$ cat src/rtl/moore_seq_det.sv
// moore_seq_det -- parametrised Moore serial pattern detector.
//
// Tracks the longest matched prefix of a runtime-loadable N-bit pattern over
// the accepted (din_vld=1) bit history. Overlapping or non-overlapping
// detection is selected by the overlap input. An optional saturating match
// counter is kept.
//
// Build option:
//   MOORE_SEQ_CNT_EN  defined   -> match counter present, saturating at 2^CNT_W-1
//                     undefined -> no counter register, match_cnt tied to 0
//
// Parameters:
//   N         pattern length (2..16)
//   CNT_W     match counter width (1..16)
//   PAT_INIT  pattern after reset, bit 0 is the first bit expected
//
// Ports:
//   clk        rising-edge clock
//   rst        synchronous active-high reset
//   din_vld    qualifies din
//   din        serial data bit
//   overlap    1 = overlapping, 0 = non-overlapping detection
//   pat_load   load pat_in into the pattern register (priority over din_vld)
//   pat_in     new pattern, bit 0 first
//   qout       registered match flag, high iff state == N
//   state      matched-prefix length 0..N
//   match_cnt  saturating match count
//
// state | meaning
// ------+-------------------------------------------
//   0   | no pattern prefix matched
//   k   | first k pattern bits matched (0 < k < N)
//   N   | full pattern matched, qout high
module moore_seq_det #(
  parameter int             N        = 4,
  parameter int             CNT_W    = 8,
  parameter logic [N-1:0]   PAT_INIT = 4'b1101
) (
  input  logic                     clk,
  input  logic                     rst,
  input  logic                     din_vld,
  input  logic                     din,
  input  logic                     overlap,
  input  logic                     pat_load,
  input  logic [N-1:0]             pat_in,
  output logic                     qout,
  output logic [$clog2(N+1)-1:0]   state,
  output logic [CNT_W-1:0]         match_cnt
);

  localparam int SW = $clog2(N+1);
  localparam logic [SW-1:0] S_FULL = SW'(N);

  logic [N-1:0]  pat_q;
  logic [SW-1:0] state_q;
  logic          qout_q;
  logic [SW-1:0] nxt;
  logic          accept;
  int            s_cur;
  int            s_eff;
  logic          ok;

  // Pattern bit at a runtime index; a shift keeps the select width-clean.
  function automatic logic pbit(input logic [N-1:0] p, input int i);
    logic [N-1:0] t;
    t = p >> i;
    return t[0];
  endfunction

  assign accept = din_vld && !pat_load;

  // Failure-function step. The candidate string is the first s_eff pattern
  // bits followed by din; the next state is the longest pattern prefix that
  // is a suffix of that candidate. Ascending k with overwrite means the
  // largest matching k wins.
  always_comb begin
    s_cur = int'(state_q);
    if (s_cur == N) s_eff = overlap ? N : 0;
    else            s_eff = s_cur;
    nxt = '0;
    ok  = 1'b0;
    for (int k = 1; k <= N; k++) begin
      ok = (k <= s_eff + 1) && (din == pbit(pat_q, k - 1));
      for (int j = 0; j < N - 1; j++) begin
        if (ok && (j < k - 1) && (pbit(pat_q, s_eff + 1 - k + j) != pbit(pat_q, j)))
          ok = 1'b0;
      end
      if (ok) nxt = SW'(k);
    end
  end

  always_ff @(posedge clk) begin
    if (rst) begin
      pat_q   <= PAT_INIT;
      state_q <= '0;
      qout_q  <= 1'b0;
    end else if (pat_load) begin
      pat_q   <= pat_in;
      state_q <= '0;
      qout_q  <= 1'b0;
    end else if (din_vld) begin
      state_q <= nxt;
      qout_q  <= (nxt == S_FULL);
    end
  end

`ifdef MOORE_SEQ_CNT_EN
  logic [CNT_W-1:0] cnt_q;

  always_ff @(posedge clk) begin
    if (rst)
      cnt_q <= '0;
    else if (accept && (nxt == S_FULL) && (cnt_q != {CNT_W{1'b1}}))
      cnt_q <= cnt_q + 1'b1;
  end

  assign match_cnt = cnt_q;
`else
  assign match_cnt = '0;
`endif

  assign qout  = qout_q;
  assign state = state_q;

endmodule

$ cat config.mk
export PLATFORM = sky130hd
export DESIGN_NAME = moore_seq_det
export DESIGN_NICKNAME = d
export VERILOG_FILES = /design/src/rtl/moore_seq_det.sv
export SDC_FILE = /design/constraint.sdc
export NUM_CORES = 1
export LEC_CHECK = 0
export CAP_MARGIN = 20
export CORE_UTILIZATION = 56
export DETAILED_ROUTE_END_ITERATION = 16
export PLACE_DENSITY = 0.89
export SLEW_MARGIN = 20
export SYNTH_ARGS = -nofsm -noshare
export SYNTH_HDL_FRONTEND = slang
export SYNTH_SLANG_ARGS = --single-unit
$ cat constraint.sdc
create_clock -name clk -period 7 [get_ports clk]
set_input_delay 1.4 -clock clk [delete_from_list [all_inputs] [get_ports clk]]
set_output_delay 1.4 -clock clk [all_outputs]
set_load 0.01 [all_outputs]
==> Flow_metrics.wiki <==
{| class="wikitable"
! Metric !! Value
|-
| Hold Fails Final Rpt || 0
|-
| Number of maximum-capacitance constraint violations || 0
|-
| Startpoint of the tightest hold check path || qout
|-
| Cell Chain, Critical Path || clkdlybuf4s50_1 > o21ai_2 > xor2_1 > ha_1 > nand2_1 > ha_1 > nor4b_1 > nand2_1 > xnor2_1 > o31a_1 > a221oi_1
|-
| Yosys reg bits || 8
|-
| Resized Gates After CTS || 0
|-
| Maximum number of pins on one net before global-route repair || 14
|-
| Number of setup buffers added after CTS || 0
|-
| Wire length of the first global-routing pass || 3.60 mm
|-
| DRC Markers || 0
|-
| DR pass1 iterations || 4
|-
| Final routed wirelength across all metal layers || 2.23 mm
|-
| Internal || 85.7 µW
|-
| Antenna-violating nets left || 0
|-
| Arrival time of data at the critical path endpoint || 4.33 ns
|-
| Slew Viols, Final || 0
|-
| Cell leakage power || 0.554 nW
|-
| Synth Instances || 135
|-
| TritonCTS clock tree || done
|-
| Final weighted congestion in routability-driven placement || 0.903
|-
| Synth warnings || 0
|-
| Worst hold path stage count || 2
|-
| Maximum operating frequency || 240 MHz
|-
| Top cells by area, synth || ha_1 (24%), dfxtp_1 (13%), buf_4 (5.0%), xor2_1 (4.4%), nand2_1 (3.8%)
|-
| Netlist area before placement || 1190 µm²
|-
| Layout cell share with drive strength beyond 1 || 13.1%
|-
| Synth cell count leaders || ha_1 (23), nand2_1 (12), inv_1 (9)
|-
| Worst R2R Start || state[0]
|-
| Number of placed instances, taps included || 169
|-
| Type of the setup path with the least slack || primary input to flop
|-
| Aggregate global-route resource usage || 21.7%
|-
| Kind of end point of the critical path || flop
|-
| Post-synth EDFFs || 0
|-
| Number of buffer and inverter stages on the critical path || 1
|-
| Total of endpoints with negative setup slack in the final report || 0
|-
| Die height || 48.1 µm
|-
| Mean area per synthesized cell || 8.81 µm²
|-
| Number of buffers on the longest clock path || 2
|-
| Hold_ws || 0.518 ns
|-
| Die ar. || 2310 µm²
|-
| Via density || 5.47
|-
| Standard-cell row count || 16
|-
| Most common flop cell mapped by yosys || dfxtp_1
|-
| Floorplan core area || 1980 µm²
|-
| Clock network fraction of design power || 28.0%
|-
| Count of boundary I/O pins || 22
|-
| Sequential share of power || 42.6%
|-
| Slew @ Worst Pin || 0.536 ns
|-
| Largest area contributor in the synthesized netlist || ha_1
|-
| Async set or reset register ratio after synthesis || 0%
|-
| Leading cell type by number of instances after synthesis || ha_1
|-
| Skew-Pair Late Insertion Delay || 0.25 ns
|-
| Port buffer count || 13
|-
| Final cell count without fillers || 172
|-
| Antenna violations before repair || 0
|-
| Required time reported for the critical path endpoint || 7.16 ns
|-
| Total power draw || 123 µW
|-
| Number of distinct standard cells referenced by the synthesized netlist || 47
|-
| Reg2Reg Depth || 13
|-
| Final critical delay including setup and external delays || 4.17 ns
|-
| Number of global-route vias before repair || 827
|-
| HPWL reported at the end of detailed placement || 1.81 mm
|-
| Final Net Count || 180
|-
| Flop2flop setup slack || 3.49 ns
|-
| Maximum fanout count along the critical path || 6
|-
| Layout overhead on the synthesized area || 9.78%
|-
| Total Negative Setup Slacks || 0 ns
|-
| Clock slew at the register clock pins of the worst setup and hold paths || 0.05 ns
|-
| Hold-critical path endpoint || qout
|-
| Critical path's largest stage delay || 0.51 ns
|-
| H-tree levels || 1
|-
| Post-CTS Hold Fix Bufs || 0
|-
| Combined flip-flop and latch cell area || 160 µm²
|-
| RSZ-0062 raised after global routing || false
|-
| Antenna diode instance count || 0
|-
| Fraction of power spent switching nets || 30.4%
|-
| Multi-input gate area || 907 µm²
|-
| Crit Reg-Reg Endpoint || state[1]
|-
| Total grt overflow || 0
|-
| Portion of total power attributed to combinational logic || 29.4%
|-
| X dimension of the die || 48.1 µm
|-
| CTS buffer count || 3
|-
| Worst vdd ir || 0.145 mV
|-
| Initial DRC Count || 25
|-
| Final period utilization || 59.6%
|-
| Number of vias after detailed routing || 940
|-
| Sinks on the clock net || 8
|-
| Category of the worst setup path launch point || primary input
|-
| Worst slew margin relative to its limit || 63.7%
|-
| Crit-path leading delay family || simple AND/OR/NAND/NOR gates
|-
| CTS root buf || clkbuf_4
|-
| Count of fill cells added during filler insertion || 146
|-
| Clock Skews || 0.000268 ns
|-
| Path category of the worst min-delay check || flop to flop
|-
| Seq/Total Area, Yosys || 13.5%
|-
| Outcome || completed
|-
| Power per cell area || 94.2 nW/µm²
|-
| Initial Util || 60.0%
|-
| Net switching power figure || 37.4 µW
|-
| Crit path max-delay cell type || nor4b_1
|-
| Share of the synthesized area in the top cell type || 24.2%
|-
| Post-DR wirelength/cell || 13.0 µm
|}
==> worst max-delay path by stage <==
stage | start | to | slack [ns] | cells past startpoint
3_3_place_gp | overlap | state[1] | 2.68 | 11
5_1_grt | overlap | state[1] | 2.62 | 11
3_5_place_dp | overlap | state[1] | 2.55 | 11
2_1_floorplan | overlap | state[1] | 3.20 | 11
4_1_cts | overlap | state[1] | 2.82 | 11
6_report | overlap | state[1] | 2.83 | 11
==> worst reg2reg max path: cells and delay by family (launching register included) <==
kind                     cells  cell delay (ns)
adder cells (fa/ha/maj)      3             0.78
AO/OA/AOI/OAI                3             0.74
AND/OR/NAND/NOR              3             0.71
XOR/XNOR                     2             0.58
flip-flops                   1             0.40
buffers and inverters        2             0.21
==> sequential cells by signal, summed over array words and instances (netlist names) <==
signal	cells
pat_q	4
qout	1
state	3
==> layout make-up <==
| cell class | instances | share of cell area (%) |
|---|---|---|
| timing repair buffer | 13 | 9.96 |
| multi-input combinational | 107 | 69.4 |
| sequential | 8 | 12.3 |
| tap | 27 | 2.59 |
| inverter | 14 | 4.02 |
| clock buffer | 3 | 1.72 |
==> per-stage QoR <==
step	utilization [%]	instance area (µm²)	setup WS, ns
6_report	65.9	1310	2.83
3_5_place_dp	64.8	1280	2.55
3_3_place_gp	64.8	1280	2.68
5_1_grt	65.9	1310	2.62
2_1_floorplan	-	1220	3.20
4_1_cts	65.9	1310	2.82
==> layout by cell type, fill, tap and decap left out, types with 3 or more instances in the layout <==
master	count
conb_1	8
a211o_1	3
clkbuf_4	3
nor2b_1	3
nor3b_2	3
inv_1	9
xnor2_1	4
nor2_1	7
inv_2	5
clkdlybuf4s50_1	13
nand2_1	12
xor2_1	6
ha_1	23
dfxtp_1	8
==> layer usage <==
layer  global-route usage, %  routed length, µm  up-vias  part of all wire, %
met5                       0                  0        -                    0
met4                       0                  0        0                    0
met3                    4.44                103        0                  4.6
met2                    38.4               1120       33                   50
met1                    29.2               1010      436                   45
li1                        -                  -      471                    -
==> power by group through the flow <==
stage	Clock (mW)	Combinational, mW	Sequential, mW
after floorplan	0	0.0315	0.0504
after global routing	0.0378	0.0405	0.0528
after CTS	0.0355	0.0361	0.0523
after global placement	0	0.0343	0.0531
after detailed placement	0	0.0357	0.0532
final	0.0345	0.0361	0.0524
==> kinds of logic (layout without fill, tap and decap cells) <==
kind of cell,count (synthesis),after routing,share of synthesized area [%]
fa+ha+maj,23,23,24.2
simple gates,43,43,21.5
other cells,1,8,0.315
buf+inv,27,30,12.5
flops,8,8,13.5
xor+xnor,10,10,7.36
mux,5,5,6.73
compound gates,18,18,14.0
(Power assumes the default switching activity.)
